**src/rtl/cnn_layer_accel_pkt_dispatch.sv**
```systemverilog
// ---------------------------------------------------------------------------
// cnn_layer_accel_pkt_dispatch
//
// Splits the inbound network beat stream into packets and routes the payload
// beats to one of four layer-accelerator targets. Each packet starts with a
// header beat that carries the target opcode, a beat count and, for SEQ
// packets, a start write address for the sequencer memory.
//
// Ports
//   network_clk, network_rst_n      clock, async active-low reset
//   from_network_valid/accept       beat handshake (accept is combinational)
//   from_network_payload            beat data / header fields
//   pixel_ready                     pixel target back-pressure
//   datain                          registered payload shared by all targets
//   config_wren, weight_wren,
//   pixel_datain_valid, seq_wren    one-hot write strobes, one cycle after beat
//   seq_wrAddr                      sequencer write address (auto-increment)
//   busy                            high while routing payload beats
//   pkt_done, bad_opcode            one-cycle status pulses
// ---------------------------------------------------------------------------
module cnn_layer_accel_pkt_dispatch #(
    parameter int C_PACKET_WIDTH   = 128,
    parameter int C_SEQ_ADDR_WIDTH = 9,
    parameter int C_LEN_WIDTH      = 16
) (
    input  logic                        network_clk,
    input  logic                        network_rst_n,
    input  logic                        from_network_valid,
    output logic                        from_network_accept,
    input  logic [C_PACKET_WIDTH-1:0]   from_network_payload,
    input  logic                        pixel_ready,
    output logic [C_PACKET_WIDTH-1:0]   datain,
    output logic                        config_wren,
    output logic                        weight_wren,
    output logic                        pixel_datain_valid,
    output logic                        seq_wren,
    output logic [C_SEQ_ADDR_WIDTH-1:0] seq_wrAddr,
    output logic                        busy,
    output logic                        pkt_done,
    output logic                        bad_opcode
);

    localparam logic [3:0] OP_CONFIG = 4'h1;
    localparam logic [3:0] OP_WEIGHT = 4'h2;
    localparam logic [3:0] OP_PIXEL  = 4'h3;
    localparam logic [3:0] OP_SEQ    = 4'h4;

    localparam logic [C_LEN_WIDTH-1:0] LEN_ZERO = '0;
    localparam logic [C_LEN_WIDTH-1:0] LEN_ONE  = {{(C_LEN_WIDTH-1){1'b0}}, 1'b1};

    // strobe vector bit positions
    localparam int SB_CONFIG = 0;
    localparam int SB_WEIGHT = 1;
    localparam int SB_PIXEL  = 2;
    localparam int SB_SEQ    = 3;

    typedef enum logic {
        S_IDLE = 1'b0,
        S_DATA = 1'b1
    } state_t;

    state_t                      state_q, state_d;
    logic [3:0]                  op_q, op_d;
    logic [C_LEN_WIDTH-1:0]      cnt_q, cnt_d;
    logic [C_PACKET_WIDTH-1:0]   datain_q, datain_d;
    logic [3:0]                  strb_q, strb_d;
    logic                        done_q, done_d;
    logic                        bad_q, bad_d;
    logic [C_SEQ_ADDR_WIDTH-1:0] addr_q, addr_d;

    // header field decode
    logic [3:0]                  hdr_op;
    logic [C_LEN_WIDTH-1:0]      hdr_len;
    logic [C_SEQ_ADDR_WIDTH-1:0] hdr_addr;
    logic                        hdr_legal;
    logic                        hs;

    assign hdr_op    = from_network_payload[C_PACKET_WIDTH-1 -: 4];
    assign hdr_len   = from_network_payload[C_LEN_WIDTH-1:0];
    assign hdr_addr  = from_network_payload[16 +: C_SEQ_ADDR_WIDTH];
    assign hdr_legal = (hdr_op == OP_CONFIG) || (hdr_op == OP_WEIGHT) ||
                       (hdr_op == OP_PIXEL)  || (hdr_op == OP_SEQ);

    always_comb begin
        state_d   = state_q;
        op_d      = op_q;
        cnt_d     = cnt_q;
        datain_d  = datain_q;
        strb_d    = '0;
        done_d    = 1'b0;
        bad_d     = 1'b0;
        // the address in flight is shown with its strobe, then advances
        addr_d    = strb_q[SB_SEQ] ? addr_q + 1'b1 : addr_q;

        // only the pixel path can stall a payload beat
        from_network_accept = (state_q == S_IDLE) || (op_q != OP_PIXEL) || pixel_ready;
        hs = from_network_valid && from_network_accept;

        case (state_q)
            S_IDLE: begin
                if (hs) begin
                    if (hdr_legal) begin
                        // a new SEQ header overrides any pending increment
                        if (hdr_op == OP_SEQ) addr_d = hdr_addr;
                        if (hdr_len == LEN_ZERO) begin
                            done_d = 1'b1;
                        end else begin
                            op_d    = hdr_op;
                            cnt_d   = hdr_len;
                            state_d = S_DATA;
                        end
                    end else begin
                        bad_d = 1'b1;
                    end
                end
            end
            S_DATA: begin
                if (hs) begin
                    datain_d = from_network_payload;
                    case (op_q)
                        OP_CONFIG: strb_d[SB_CONFIG] = 1'b1;
                        OP_WEIGHT: strb_d[SB_WEIGHT] = 1'b1;
                        OP_PIXEL:  strb_d[SB_PIXEL]  = 1'b1;
                        default:   strb_d[SB_SEQ]    = 1'b1;
                    endcase
                    cnt_d = cnt_q - 1'b1;
                    if (cnt_q == LEN_ONE) begin
                        state_d = S_IDLE;
                        done_d  = 1'b1;
                    end
                end
            end
            default: state_d = S_IDLE;
        endcase
    end

    always_ff @(posedge network_clk or negedge network_rst_n) begin
        if (!network_rst_n) begin
            state_q  <= S_IDLE;
            op_q     <= '0;
            cnt_q    <= '0;
            datain_q <= '0;
            strb_q   <= '0;
            done_q   <= 1'b0;
            bad_q    <= 1'b0;
            addr_q   <= '0;
        end else begin
            state_q  <= state_d;
            op_q     <= op_d;
            cnt_q    <= cnt_d;
            datain_q <= datain_d;
            strb_q   <= strb_d;
            done_q   <= done_d;
            bad_q    <= bad_d;
            addr_q   <= addr_d;
        end
    end

    assign datain             = datain_q;
    assign config_wren        = strb_q[SB_CONFIG];
    assign weight_wren        = strb_q[SB_WEIGHT];
    assign pixel_datain_valid = strb_q[SB_PIXEL];
    assign seq_wren           = strb_q[SB_SEQ];
    assign seq_wrAddr         = addr_q;
    assign busy               = (state_q == S_DATA);
    assign pkt_done           = done_q;
    assign bad_opcode         = bad_q;

endmodule
```
**config.mk**
```make
export PLATFORM = sky130hd
export DESIGN_NAME = cnn_layer_accel_pkt_dispatch
export DESIGN_NICKNAME = d
export VERILOG_FILES = /design/src/rtl/cnn_layer_accel_pkt_dispatch.sv
export SDC_FILE = /design/constraint.sdc
export NUM_CORES = 1
export LEC_CHECK = 0
export BUFFER_PORTS_ARGS = -buffer_cell sky130_fd_sc_hd__buf_4
export CAP_MARGIN = 5
export CORE_ASPECT_RATIO = 0.9
export CORE_MARGIN = 10
export CORE_UTILIZATION = 44
export DETAILED_ROUTE_END_ITERATION = 16
export PLACE_DENSITY_LB_ADDON = 0.2
export SLEW_MARGIN = 20
export SYNTH_ARGS = -nofsm -noshare
export SYNTH_HDL_FRONTEND = slang
export SYNTH_SLANG_ARGS = --single-unit
```
**constraint.sdc**
```tcl
create_clock -name network_clk -period 2 [get_ports network_clk]
set_input_delay 0 -clock network_clk [delete_from_list [all_inputs] [get_ports network_clk]]
set_output_delay 0 -clock network_clk [all_outputs]
set_load 0.005 [all_outputs]
```
==> results.json <==
{
  "status": "completed",
  "grtUsageTotal_pct": 22.7,
  "synth_edf_count": 0,
  "netlist_area_um2": 6760,
  "instances_no_fill": 1130,
  "coreArea_um2": 14900,
  "hpwl_mm": 16.3,
  "layout_min_cycle_time_ns": 1.89,
  "drc": 0,
  "drt-total-wl_mm": 23.7,
  "rsz0062_at_grt": "no",
  "switchingPower_w": 0.00385,
  "routabilityCongestion": 0.905,
  "synth_ff_type": "dfrtp_1",
  "worst_slew_pin_slew_ns": 0.638,
  "worstSetupEndpointType": "register",
  "cp-start-kind": "register",
  "syn_area_per_cell_um2": 13.6,
  "synth_cell_types": 46,
  "htreeDepth": 4,
  "max_slew_margin_pct": 57.4,
  "dr.pass1.iters": 8,
  "drive_gt1_share_pct": 48.2,
  "wl_per_cell_um": 21.0,
  "syn_nets": 633,
  "worst_slack_ns": 0.109,
  "ys_ff_latch": 164,
  "num_rows": 42,
  "cts_buffers": 17,
  "fin_nets": 1055,
  "crit_required_ns": 2.30,
  "p_leak_nw": 5.09,
  "tns_ns": 0,
  "clock_latency_ns": 0.43,
  "cts.clk_slew.worst_paths_ns": 0.06,
  "post_cts_buffers": 0,
  "synthArstFlopShare_pct": 100,
  "cts_tree": "built",
  "ir_worst_vdd_mv": 0.817,
  "routed-via-count": 5827,
  "seqPwrFrac_pct": 39.8,
  "syn_inst": 498,
  "finClkSkew_ns": 0.00749,
  "finalCoreUtilization_pct": 74.6,
  "grt_overflow": 0,
  "register_area_um2": 4100,
  "vias_per_cell": 5.16,
  "grt_pass1_wl_mm": 36.4,
  "critical-path-max-stage-delay_ns": 0.49,
  "antenna_found_initial": 0,
  "clkPwrFrac_pct": 26.8,
  "cts_sinks": 164,
  "post-route-period-util_pct": 94.6,
  "crit_type": "reg -> reg",
  "antenna_cells": 0,
  "worstPathCellList": "nand4b_1 > o31ai_2 > nor2_4 > buf_4 > mux2_2",
  "drt_iter0_drc": 404,
  "die-area_um2": 20700,
  "fmax_mhz": 529,
  "start_util_pct": 45.4,
  "power_frac_comb_pct": 33.4,
  "cts_root_buffer": "clkbuf_16",
  "synthToLayoutAreaGrowth_pct": 64.1,
  "multiInputGateArea_um2": 2540,
  "pre_cts_ws_ns": 0.131,
  "path_delay_family": "buffers and inverters",
  "drv_slew": 0,
  "portBuffers": 276,
  "nFillCells": 916,
  "hold_viol_final": 0,
  "internal_power_w": 0.00917,
  "worstPathMaxFanout": 43,
  "hold_path.class": "in -> async",
  "crit_buf_inv": 1,
  "setup_viol": 0,
  "dpl.cell_count": 969,
  "crit_path_top_delay_cell": "buf_4",
  "seq_area_frac_synth_pct": 60.7,
  "maxCapViolCount": 0,
  "ys_warn_count": 0,
  "ant_nets": 0,
  "clockBufferDepth": 2,
  "grt_max_degree": 51,
  "die_h_um": 138,
  "die_x_um": 151,
  "switching_share_pct": 29.6,
  "io-pin-count": 277,
  "powerDensity_nw_per_um2": 1170,
  "grt_pass1_vias": 6466,
  "worst-endpoint-arrival_ns": 2.20
}
## kinds of logic (layout without fill, tap and decap cells)
group,after synthesis,in the layout,synth area share [%]
xor+xnor,8,8,1.04
fa+ha+maj,3,3,0.555
flops,164,164,60.7
mux,128,128,21.3
compound gates,59,59,5.87
simple gates,110,110,8.68
buf+inv,26,460,1.87
## what timing repair did
| action | 4_1_cts | 5_1_grt |
|---|---|---|
| hold endpoints to repair | 318 | 0 |
| hold buffers | 130 | 0 |
| gates resized for setup | 0 | 2 |
| setup endpoints to repair | 0 | 1 |
## synth_stat cells, types with 2 or more instances
cell type,instances,area [um2]
dfrtp_1,164,4100
mux2_2,114,1280
nand2_1,32,120
a21oi_1,24,120
nor2_1,23,86.3
buf_2,17,85.1
mux2_1,11,124
o21ai_0,10,50.1
nor4_1,9,56.3
nor3_1,8,40.0
nand4_1,7,43.8
or3_1,7,43.8
a221o_1,6,60.1
nand3_1,5,25.0
xor2_1,5,43.8
inv_1,4,15.0
a21o_1,3,22.5
and3_1,3,18.8
and4_1,3,26.3
clkbuf_1,3,11.3
ha_1,3,37.5
mux2i_1,3,30.0
nor3b_1,3,22.5
o221a_2,3,33.8
xnor2_1,3,26.3
a211oi_1,2,15.0
o22ai_1,2,12.5
o31ai_1,2,15.0
or4_1,2,15.0
## power groups by stage
stage	sequential [W]	combinational, W	clock [W]
after floorplan	0.00517	0.00169	0
after global placement	0.00512	0.00402	0
after detailed placement	0.00519	0.00414	0
after CTS	0.00515	0.00438	0.00353
after global routing	0.00533	0.00474	0.00371
final	0.00518	0.00436	0.00349
## flip-flops by register name (all words and copies together) (netlist names)
name / cells
datain: 128
cnt_q: 16
seq_wrAddr: 9
op_q: 4
strb_q: 4
bad_opcode: 1
busy: 1
pkt_done: 1
## cells in the final DEF, fill, tap and decap left out, types with 8 or more instances in the layout
cell type	count
dlygate4sd3_1	130
nor3_1	8
nor2_1	22
mux2_2	114
nor4_1	9
nand2_1	32
buf_4	291
dfrtp_1	164
mux2_1	11
a21oi_1	24
o21ai_0	10
clkbuf_16	17
## cell type report
cell class	instances	share of cell area (%)
sequential	164	37.0
timing repair buffer	425	32.1
multi-input combinational	308	22.9
clock buffer	23	4.31
tap	198	2.23
clock inverter	8	1.33
inverter	4	0.135
## per-stage QoR
step	total power, W	hold slack [ns]	cell area [um2]
2_1_floorplan	0.00686	-0.296	6760
3_3_place_gp	0.00915	-0.0160	9160
3_5_place_dp	0.00933	-0.00651	9160
4_1_cts	0.0131	0.108	11100
5_1_grt	0.0138	0.152	11100
6_report	0.0130	0.0969	11100
## path summary, 6_finish.rpt
| check | start | to | slack, ns | cells past startpoint |
|---|---|---|---|---|
| max reg2reg | op_q[1] | datain[31] | 0.11 | 5 |
| min in group network_clk | pixel_ready | cnt_q[15] | 0.30 | 6 |
| max | op_q[1] | datain[31] | 0.11 | 5 |
| min reg2reg | datain[127] | datain[127] | 0.48 | 2 |
| max in group asynchronous | network_rst_n | busy | 1.28 | 3 |
| min | network_rst_n | datain[20] | 0.1 | 2 |
## per-layer routing
| layer | wire length, um | vias to the layer above | share of wire [%] | global-route usage (%) |
|---|---|---|---|---|
| li1 | - | 2657 | - | - |
| met1 | 8870 | 2841 | 37 | 25.5 |
| met2 | 12000 | 285 | 51 | 39.4 |
| met3 | 2360 | 44 | 10 | 8.43 |
| met4 | 447 | 0 | 1.9 | 7.21 |
| met5 | 0 | - | 0 | 0 |
Power figures use the tool's default switching activity.
